**src/rtl/uart_tx_sched.sv**
```systemverilog
// Round-robin scheduler sharing one uart_tx among N_REQ byte producers, with frame and gap timing.
// Optional build macro UART_TX_SCHED_FIXED_PRIO_EN selects fixed lowest-index priority instead.
module uart_tx_sched #(
  parameter int unsigned N_REQ       = 4,
  parameter int unsigned FRAME_TICKS = 160,
  parameter int unsigned GAP_TICKS   = 16,
  localparam int unsigned GW         = $clog2(N_REQ)
) (
  input  logic                 clk,
  input  logic                 rst,
  input  logic                 baud_tick,
  input  logic [N_REQ-1:0]     req,
  input  logic [8*N_REQ-1:0]   req_data,
  output logic [N_REQ-1:0]     ack,
  output logic                 tx_en,
  output logic [7:0]           tx_data,
  output logic [GW-1:0]        grant_id,
  output logic                 busy
);

  localparam int unsigned MAXT       = (FRAME_TICKS > GAP_TICKS) ? FRAME_TICKS : GAP_TICKS;
  localparam int unsigned CW         = $clog2(MAXT + 1);
  localparam int unsigned FRAME_LAST = FRAME_TICKS - 1;
  localparam int unsigned GAP_LAST   = (GAP_TICKS == 0) ? 0 : GAP_TICKS - 1;

  typedef enum logic [1:0] {
    S_IDLE = 2'd0,
    S_SEND = 2'd1,
    S_GAP  = 2'd2
  } state_t;

  state_t             r_state;
  state_t             w_state_nxt;
  logic [CW-1:0]      r_cnt;
  logic [CW-1:0]      w_cnt_nxt;
  logic               w_grant;
  logic               w_found;
  logic [GW-1:0]      w_win;
  logic [N_REQ-1:0]   r_ack;
  logic               r_tx_en;
  logic [7:0]         r_tx_data;
  logic [GW-1:0]      r_grant_id;
  logic               r_busy;

`ifdef UART_TX_SCHED_FIXED_PRIO_EN
  // Lowest-index requester always wins.
  always_comb begin
    w_found = 1'b0;
    w_win   = '0;
    for (int k = N_REQ - 1; k >= 0; k--) begin
      if (req[GW'(k)]) begin
        w_found = 1'b1;
        w_win   = GW'(k);
      end
    end
  end
`else
  logic [GW-1:0]      r_ptr;
  logic [GW-1:0]      w_cand;

  // First set request at or after the pointer, wrapping.
  always_comb begin
    w_found = 1'b0;
    w_win   = '0;
    w_cand  = '0;
    for (int k = 0; k < N_REQ; k++) begin
      w_cand = GW'((32'(r_ptr) + 32'(k)) % N_REQ);
      if (!w_found && req[w_cand]) begin
        w_found = 1'b1;
        w_win   = w_cand;
      end
    end
  end

  always_ff @(posedge clk) begin
    if (rst) begin
      r_ptr <= '0;
    end else if (w_grant) begin
      r_ptr <= (w_win == GW'(N_REQ - 1)) ? '0 : w_win + GW'(1);
    end
  end
`endif

  // Next-state and tick counting.
  always_comb begin
    w_state_nxt = r_state;
    w_cnt_nxt   = r_cnt;
    w_grant     = 1'b0;
    case (r_state)
      S_IDLE: begin
        if (w_found) begin
          w_grant     = 1'b1;
          w_state_nxt = S_SEND;
          w_cnt_nxt   = '0;
        end
      end
      S_SEND: begin
        if (baud_tick) begin
          if (r_cnt == CW'(FRAME_LAST)) begin
            w_cnt_nxt   = '0;
            w_state_nxt = (GAP_TICKS == 0) ? S_IDLE : S_GAP;
          end else begin
            w_cnt_nxt = r_cnt + CW'(1);
          end
        end
      end
      S_GAP: begin
        if (baud_tick) begin
          if (r_cnt == CW'(GAP_LAST)) begin
            w_cnt_nxt   = '0;
            w_state_nxt = S_IDLE;
          end else begin
            w_cnt_nxt = r_cnt + CW'(1);
          end
        end
      end
      default: begin
        w_state_nxt = S_IDLE;
        w_cnt_nxt   = '0;
      end
    endcase
  end

  always_ff @(posedge clk) begin
    if (rst) begin
      r_state    <= S_IDLE;
      r_cnt      <= '0;
      r_ack      <= '0;
      r_tx_en    <= 1'b0;
      r_tx_data  <= '0;
      r_grant_id <= '0;
      r_busy     <= 1'b0;
    end else begin
      r_state <= w_state_nxt;
      r_cnt   <= w_cnt_nxt;
      r_busy  <= (w_state_nxt != S_IDLE);
      r_tx_en <= w_grant;
      r_ack   <= w_grant ? (N_REQ'(1) << w_win) : '0;
      if (w_grant) begin
        r_tx_data  <= req_data[{w_win, 3'b000} +: 8];
        r_grant_id <= w_win;
      end
    end
  end

  assign ack      = r_ack;
  assign tx_en    = r_tx_en;
  assign tx_data  = r_tx_data;
  assign grant_id = r_grant_id;
  assign busy     = r_busy;

endmodule

```
**config.mk**
```make
export PLATFORM = sky130hd
export DESIGN_NAME = uart_tx_sched
export DESIGN_NICKNAME = d
export VERILOG_FILES = /design/src/rtl/uart_tx_sched.sv
export SDC_FILE = /design/constraint.sdc
export NUM_CORES = 1
export LEC_CHECK = 0
export CELL_PAD_IN_SITES_DETAIL_PLACEMENT = 2
export CELL_PAD_IN_SITES_GLOBAL_PLACEMENT = 2
export CORE_UTILIZATION = 25
export DETAILED_ROUTE_END_ITERATION = 10
export PLACE_DENSITY = 0.88
export SLEW_MARGIN = 10
export SYNTH_ARGS = -nofsm -noshare
export SYNTH_HDL_FRONTEND = slang
export SYNTH_SLANG_ARGS = --single-unit
```
**constraint.sdc**
```tcl
create_clock -name clk -period 2.2 [get_ports clk]
set_input_delay 0.55 -clock clk [delete_from_list [all_inputs] [get_ports clk]]
set_output_delay 0.55 -clock clk [all_outputs]
set_load 0.005 [all_outputs]
```
Yosys cells after proc, flatten, opt, wreduce, memory -nomap -nowiden
Cells that the tools add are included.
{"block": "classes", "n_addsub": 5, "n_mul": 0, "n_div": 0, "order_cmp": 4, "eq_ne": 8, "shifts": 2, "muxes": 31, "bitwise_logic": 1, "n_reduce_logical": 10}
{"op": "8-bit two-way mux", "count": 5}
{"op": "32-bit by 6-bit variable part select with 8-bit output", "count": 1}
{"op": "8-bit case mux with 3 select lines", "count": 1}
{"op": "2-bit two-way mux", "count": 10}
{"op": "2-bit by 3-bit < comparator with 1-bit output (second input constant)", "count": 4}
{"op": "1-bit two-way mux", "count": 10}
{"op": "8-bit by 1-bit adder with 8-bit output (second input constant)", "count": 1}
{"op": "1-bit binary-select mux with 2-bit select", "count": 4}
{"op": "8-bit by 4-bit equality test with 1-bit output (second input constant)", "count": 1}
{"op": "8-bit equality test (second input constant)", "count": 1}
{"op": "2-bit inequality test (second input constant)", "count": 3}
{"op": "2-bit case mux with 3 select lines", "count": 1}
{"op": "2-bit by 1-bit adder with 2-bit output (second input constant)", "count": 2}
{"op": "2-bit adder (second input constant)", "count": 2}
{"op": "2-bit equality test (second input constant)", "count": 2}
{"op": "1-bit by 2-bit left shift with 4-bit output (first input constant)", "count": 1}
{"op": "1-bit logical AND", "count": 3}
{"op": "1-bit logical NOT", "count": 3}
{"op": "3-bit AND reduction", "count": 1}
{"op": "2-bit by 1-bit equality test with 1-bit output (second input constant)", "count": 1}
{"op": "2-bit logical NOT", "count": 1}
{"op": "2-bit nonzero test", "count": 1}
{"op": "2-bit OR reduction", "count": 1}
{"op": "1-bit NOT", "count": 1}
{"block": "totals", "register_bits": 28, "latch_bits": 0, "mem_bits_rw": 0, "rom_bits": 0, "inputBits": 39, "out_inout_bits": 16, "wordCells": 69, "memories": 0}

Depth between registers and ports, before layout
{"block": "logic_depth", "depth_word": 16, "ltp_mapped": 9, "mapped_depth_nobuf": 8}

Worst setup path after synthesis
No wires, ideal clock.
{"block": "synth_path", "path_kind": "input to register", "start": "input port req[0]", "end": "register r_busy, in the netlist busy", "setup_time_ps": 120, "arrival_ps": 1598, "t_required_ps": 2080, "path_slack_ps": 482, "path_stages": 6, "path_buffers": 1, "path_cell_list": "nor4_4 -> nand2b_1 -> buf_6 -> inv_4 -> o221a_1 -> or2_1"}
{"block": "synth_between", "elab_chain_len": 15, "elab_cells_between_ends": 21, "classes_between": "14 x mux; 7 x reduce/logical"}
{"item": "from (decl)", "line": "12", "rtl": "input logic [N_REQ-1:0] req,"}
{"item": "1-bit binary-select mux with 2-bit select", "line": "68", "rtl": "if (!w_found && req[w_cand]) begin"}
{"item": "1-bit two-way mux (implied by the code)", "line": "68"}
{"item": "1-bit two-way mux", "line": "68"}
{"item": "1-bit logical NOT", "line": "68"}
{"item": "1-bit logical AND", "line": "68"}
{"item": "1-bit two-way mux", "line": "68"}
{"item": "1-bit logical NOT", "line": "68"}
{"item": "1-bit logical AND", "line": "68"}
{"item": "1-bit two-way mux", "line": "68"}
{"item": "1-bit logical NOT", "line": "68"}
{"item": "1-bit logical AND", "line": "68"}
{"item": "1-bit two-way mux (*)", "line": "68"}
{"item": "2-bit two-way mux (*)", "line": "91", "rtl": "if (w_found) begin"}
{"item": "2-bit case mux with 3 select lines (*)", "line": "89", "rtl": "case (r_state)"}
{"item": "2-bit nonzero test (*)", "line": "136", "rtl": "r_busy <= (w_state_nxt != S_IDLE);"}
{"item": "to (signal assigned)", "line": "136"}
{"item": "to (decl)", "line": "43", "rtl": "logic r_busy;"}
Mark *: on every way between the ends. The rest lies on a longest branch, timed or not. The select of a mux whose other input is x is not followed.
A chain may end at the register's enable or synchronous reset.

Final worst setup path
{"block": "layout_path", "start": "input port req[1]", "end": "register r_tx_data[7], in the netlist tx_data[7]"}
{"block": "layout_between", "elab_chain_len": 14, "elab_cells_between_ends": 25, "classes_between": "1 x shift; 18 x mux; 6 x reduce/logical"}
{"item": "parallel branches: the longest is 14 deep, another holds 1-bit binary-select mux with 2-bit select"}
{"item": "to (signal assigned)", "line": "140", "rtl": "r_tx_data <= req_data[{w_win, 3'b000} +: 8];"}
{"item": "to (decl)", "line": "41", "rtl": "logic [7:0] r_tx_data;"}
Parallel ways; which one is timed is not known. The select of a mux whose other input is x is not followed.

==> results.cfg <==
[run_status]
run_status = finished clean

[timing]
setup_viol = 0
relSlewSlack_pct = 72.9
period_minus_slack_ns = 2.05
worstMarginPinSlew_ns = 0.405
fmax_mhz = 487
hold_viol_final = 0
finalCritPeriodShare_pct = 93.3
final_max_slew_viol_count = 0
rsz0062_at_grt = no
fin_worst_skew_ns = 0.0110

[layout]
utilization_pct = 39.8
drive_above_1_share_pct = 10.8
fin_nets = 295
seq_area_um2 = 561
antennaDiodeCount = 0
fin_area_um2 = 2400
syn_to_final_growth_pct = 50.0
multi_input_area_um2 = 948
fillers = 660

[clocking]
cts_buffers = 3
cts-root-buf = clkbuf_8
clk_latency_ns = 0.28
ctsResizeCount = 0
path_clk_slew_ns = 0.11
cts_sinks = 28
cts_hold_buf = 0
cts_htree_levels = 1
cts_tree = done
post_cts_buffers = 0
clock_path_buffers = 2

[yosys]
synth-main-ff-cell = dfxtp_1
syn-num-nets = 230
synth_top_family_by_area = simple AND/OR/NAND/NOR gates
synth_compound_area_share_pct = 17.0
yosys.area.top_type_share_pct = 35.1
synth.area.mux_share_pct = 10.6
ys_ff_latch = 28
synth_fa_ha_area_share_pct = 4.70
synth_cell_types = 46
synthCells = 185
avgSynthCellArea_um2 = 8.64
synth_xor_area_share_pct = 0
synthArstFlopShare_pct = 0
yosysMostFrequentCell = dfxtp_1
syn-cell-area_um2 = 1600
seq_area_frac_synth_pct = 35.1
synthTopCellsByArea = dfxtp_1, mux2i_1, ha_1, nand3b_1, o221ai_1
synth_edf_count = 0
yosys_warnings = 0
synth-simple-area-share_pct = 27.0
yosysTopAreaCell = dfxtp_1
yosys-top-cells-count = dfxtp_1, mux2i_1, nand2_1

[route]
vias = 1638
antenna_left = 0
wl_per_cell_um = 16.7
viasPerCell = 5.06
drtIter0Drc = 48
drt_pre_antenna_iters = 4
wl_mm = 5.40
drc = 0

[die]
initial_utilization_pct = 26.5
ios = 55
chipHeight_um = 81.9
rows = 28
dieWidth_um = 81.9
dieArea_um2 = 6710
coreArea_um2 = 6030

[run]
maxCapViolations = 0

[global_route]
grt_pass1_vias = 1794
grt_overflow = 0
grt_pass1_wl_mm = 8.61
grt_max_degree = 24
antenna_found_initial = 0
track_usage_pct = 16.9

[critical_path]
rr_startpoint = r_state[0]$_SDFF_PP0_
cp-startpoint = req[1]
worstRegToRegCells = 7
crit_path_start_kind = primary input
r2r-end = r_cnt[7]$_SDFFE_PP0P_
crit_arrival_ns = 2.20
cp_slowest_stage_delay_ns = 0.58
cpMaxStageDelayCell = clkdlybuf4s50_1
critPathKind = in -> reg
path_cells = clkdlybuf4s50_1, nand2b_1, a21oi_1, a211o_1, buf_12, mux2i_1, o221ai_1
worstPathRequired_ns = 2.35
reg2reg_slack_ns = 0.32
endpoint_kind = register
crit_fanout = 18

[min_path]
min_path_type = reg -> reg
hold_end = grant_id[1]$_SDFFE_PP0P_
holdPathStages = 2
min_from = grant_id[1]$_SDFFE_PP0P_

[power_and_ir_drop]
powerDensity_nw_per_um2 = 669
irDropWorstVdd_mv = 0.403
leakagePower_nw = 0.964

[place]
dp_hpwl_mm = 4.27
globalplace.congestion = 0.746
port_buffers = 54
dpl_cell_area_um2 = 2320
cell usage in the layout (no fill, tap or decap), types with 2 or more instances in the layout:
master           netlist  final
inv_1                  7      7
ha_1                   6      6
nor2_1                13     13
nand2_1               14     14
nand2b_1               4      4
mux2i_1               17     17
o21ai_0                4      4
nor4_1                 3      3
buf_12                 0      2
a21oi_1               12     12
clkdlybuf4s50_1        0     54
nor3b_1                2      2
nand3b_1              10     10
o221ai_1               8      8
o21ai_1                2      2
clkbuf_8               0      3
nor3_1                 3      3
and2_1                 2      2
and3_1                 6      6
dfxtp_1               28     28
nand3_1                8      8
a31oi_1                3      3
buf_4                  0     14
routing by layer:
metal  vias up  GRT usage (%)  part of all wire, %
met2        25           32.4                   54
met4         0           4.74                  1.9
li1        808              -                    -
met3         6           3.00                  2.7
met5         -              0                    0
met1       799           18.8                   41
worst max-delay path by stage:
stage,to,slack [ns]
floorplan,busy$_SDFF_PP0_,0.48
global placement,busy$_SDFF_PP0_,-0.1
detailed placement,busy$_SDFF_PP0_,-0.17
CTS,tx_data[7]$_SDFFE_PP0P_,0.12
global route,tx_data[7]$_SDFFE_PP0P_,0.03
finish,tx_data[7]$_SDFFE_PP0P_,0.15
per-stage QoR:
stage                     setup TNS, ns  instances  power [mW]  setup WS (ns)  hold WS [ns]
after floorplan                       0        185       0.885          0.482         0.453
after global placement           -0.825        320        1.18        -0.0968         0.457
after detailed placement          -2.13        320        1.21         -0.173         0.480
after CTS                             0        324        1.63          0.124         0.495
after global routing                  0        324        1.70         0.0270         0.521
final                                 0        324        1.60          0.147         0.485
final cells by class:
| cell class | instances | share of cell area (%) |
|---|---|---|
| Clock buffer | 3 | 1.72 |
| Sequential cell | 28 | 23.4 |
| Timing Repair Buffer | 70 | 28.6 |
| Multi-Input combinational cell | 138 | 39.6 |
| Tap cell | 75 | 3.92 |
| Clock inverter | 1 | 1.25 |
| Inverter | 9 | 1.51 |
sequential cells by signal, summed over array words and instances, names as in the netlist:
signal / cells
tx_en: 1
r_ptr: 2
grant_id: 2
busy: 1
r_cnt: 8
tx_data: 8
r_state: 2
ack: 4
report_power, final:
group	internal (mW)	total [mW]	switching (mW)
logic	0.328	0.581	0.253
registers	0.569	0.610	0.0409
clock network	0.244	0.413	0.169
cells by family after synthesis:
group / count (synthesis)
AO/OA/AOI/OAI: 40
multiplexers: 17
adder cells (fa/ha/maj): 6
AND/OR/NAND/NOR: 75
buffers and inverters: 19
flip-flops: 28
worst max-delay path: cells and delay by family:
| kind | cells | cell delay, ns |
|---|---|---|
| buffers and inverters | 2 | 0.77 |
| AOI/OAI and AO/OA | 3 | 0.55 |
| muxes | 1 | 0.17 |
| and+or+nand+nor | 1 | 0.14 |
No activity file was read; power rests on OpenSTA's default activity.
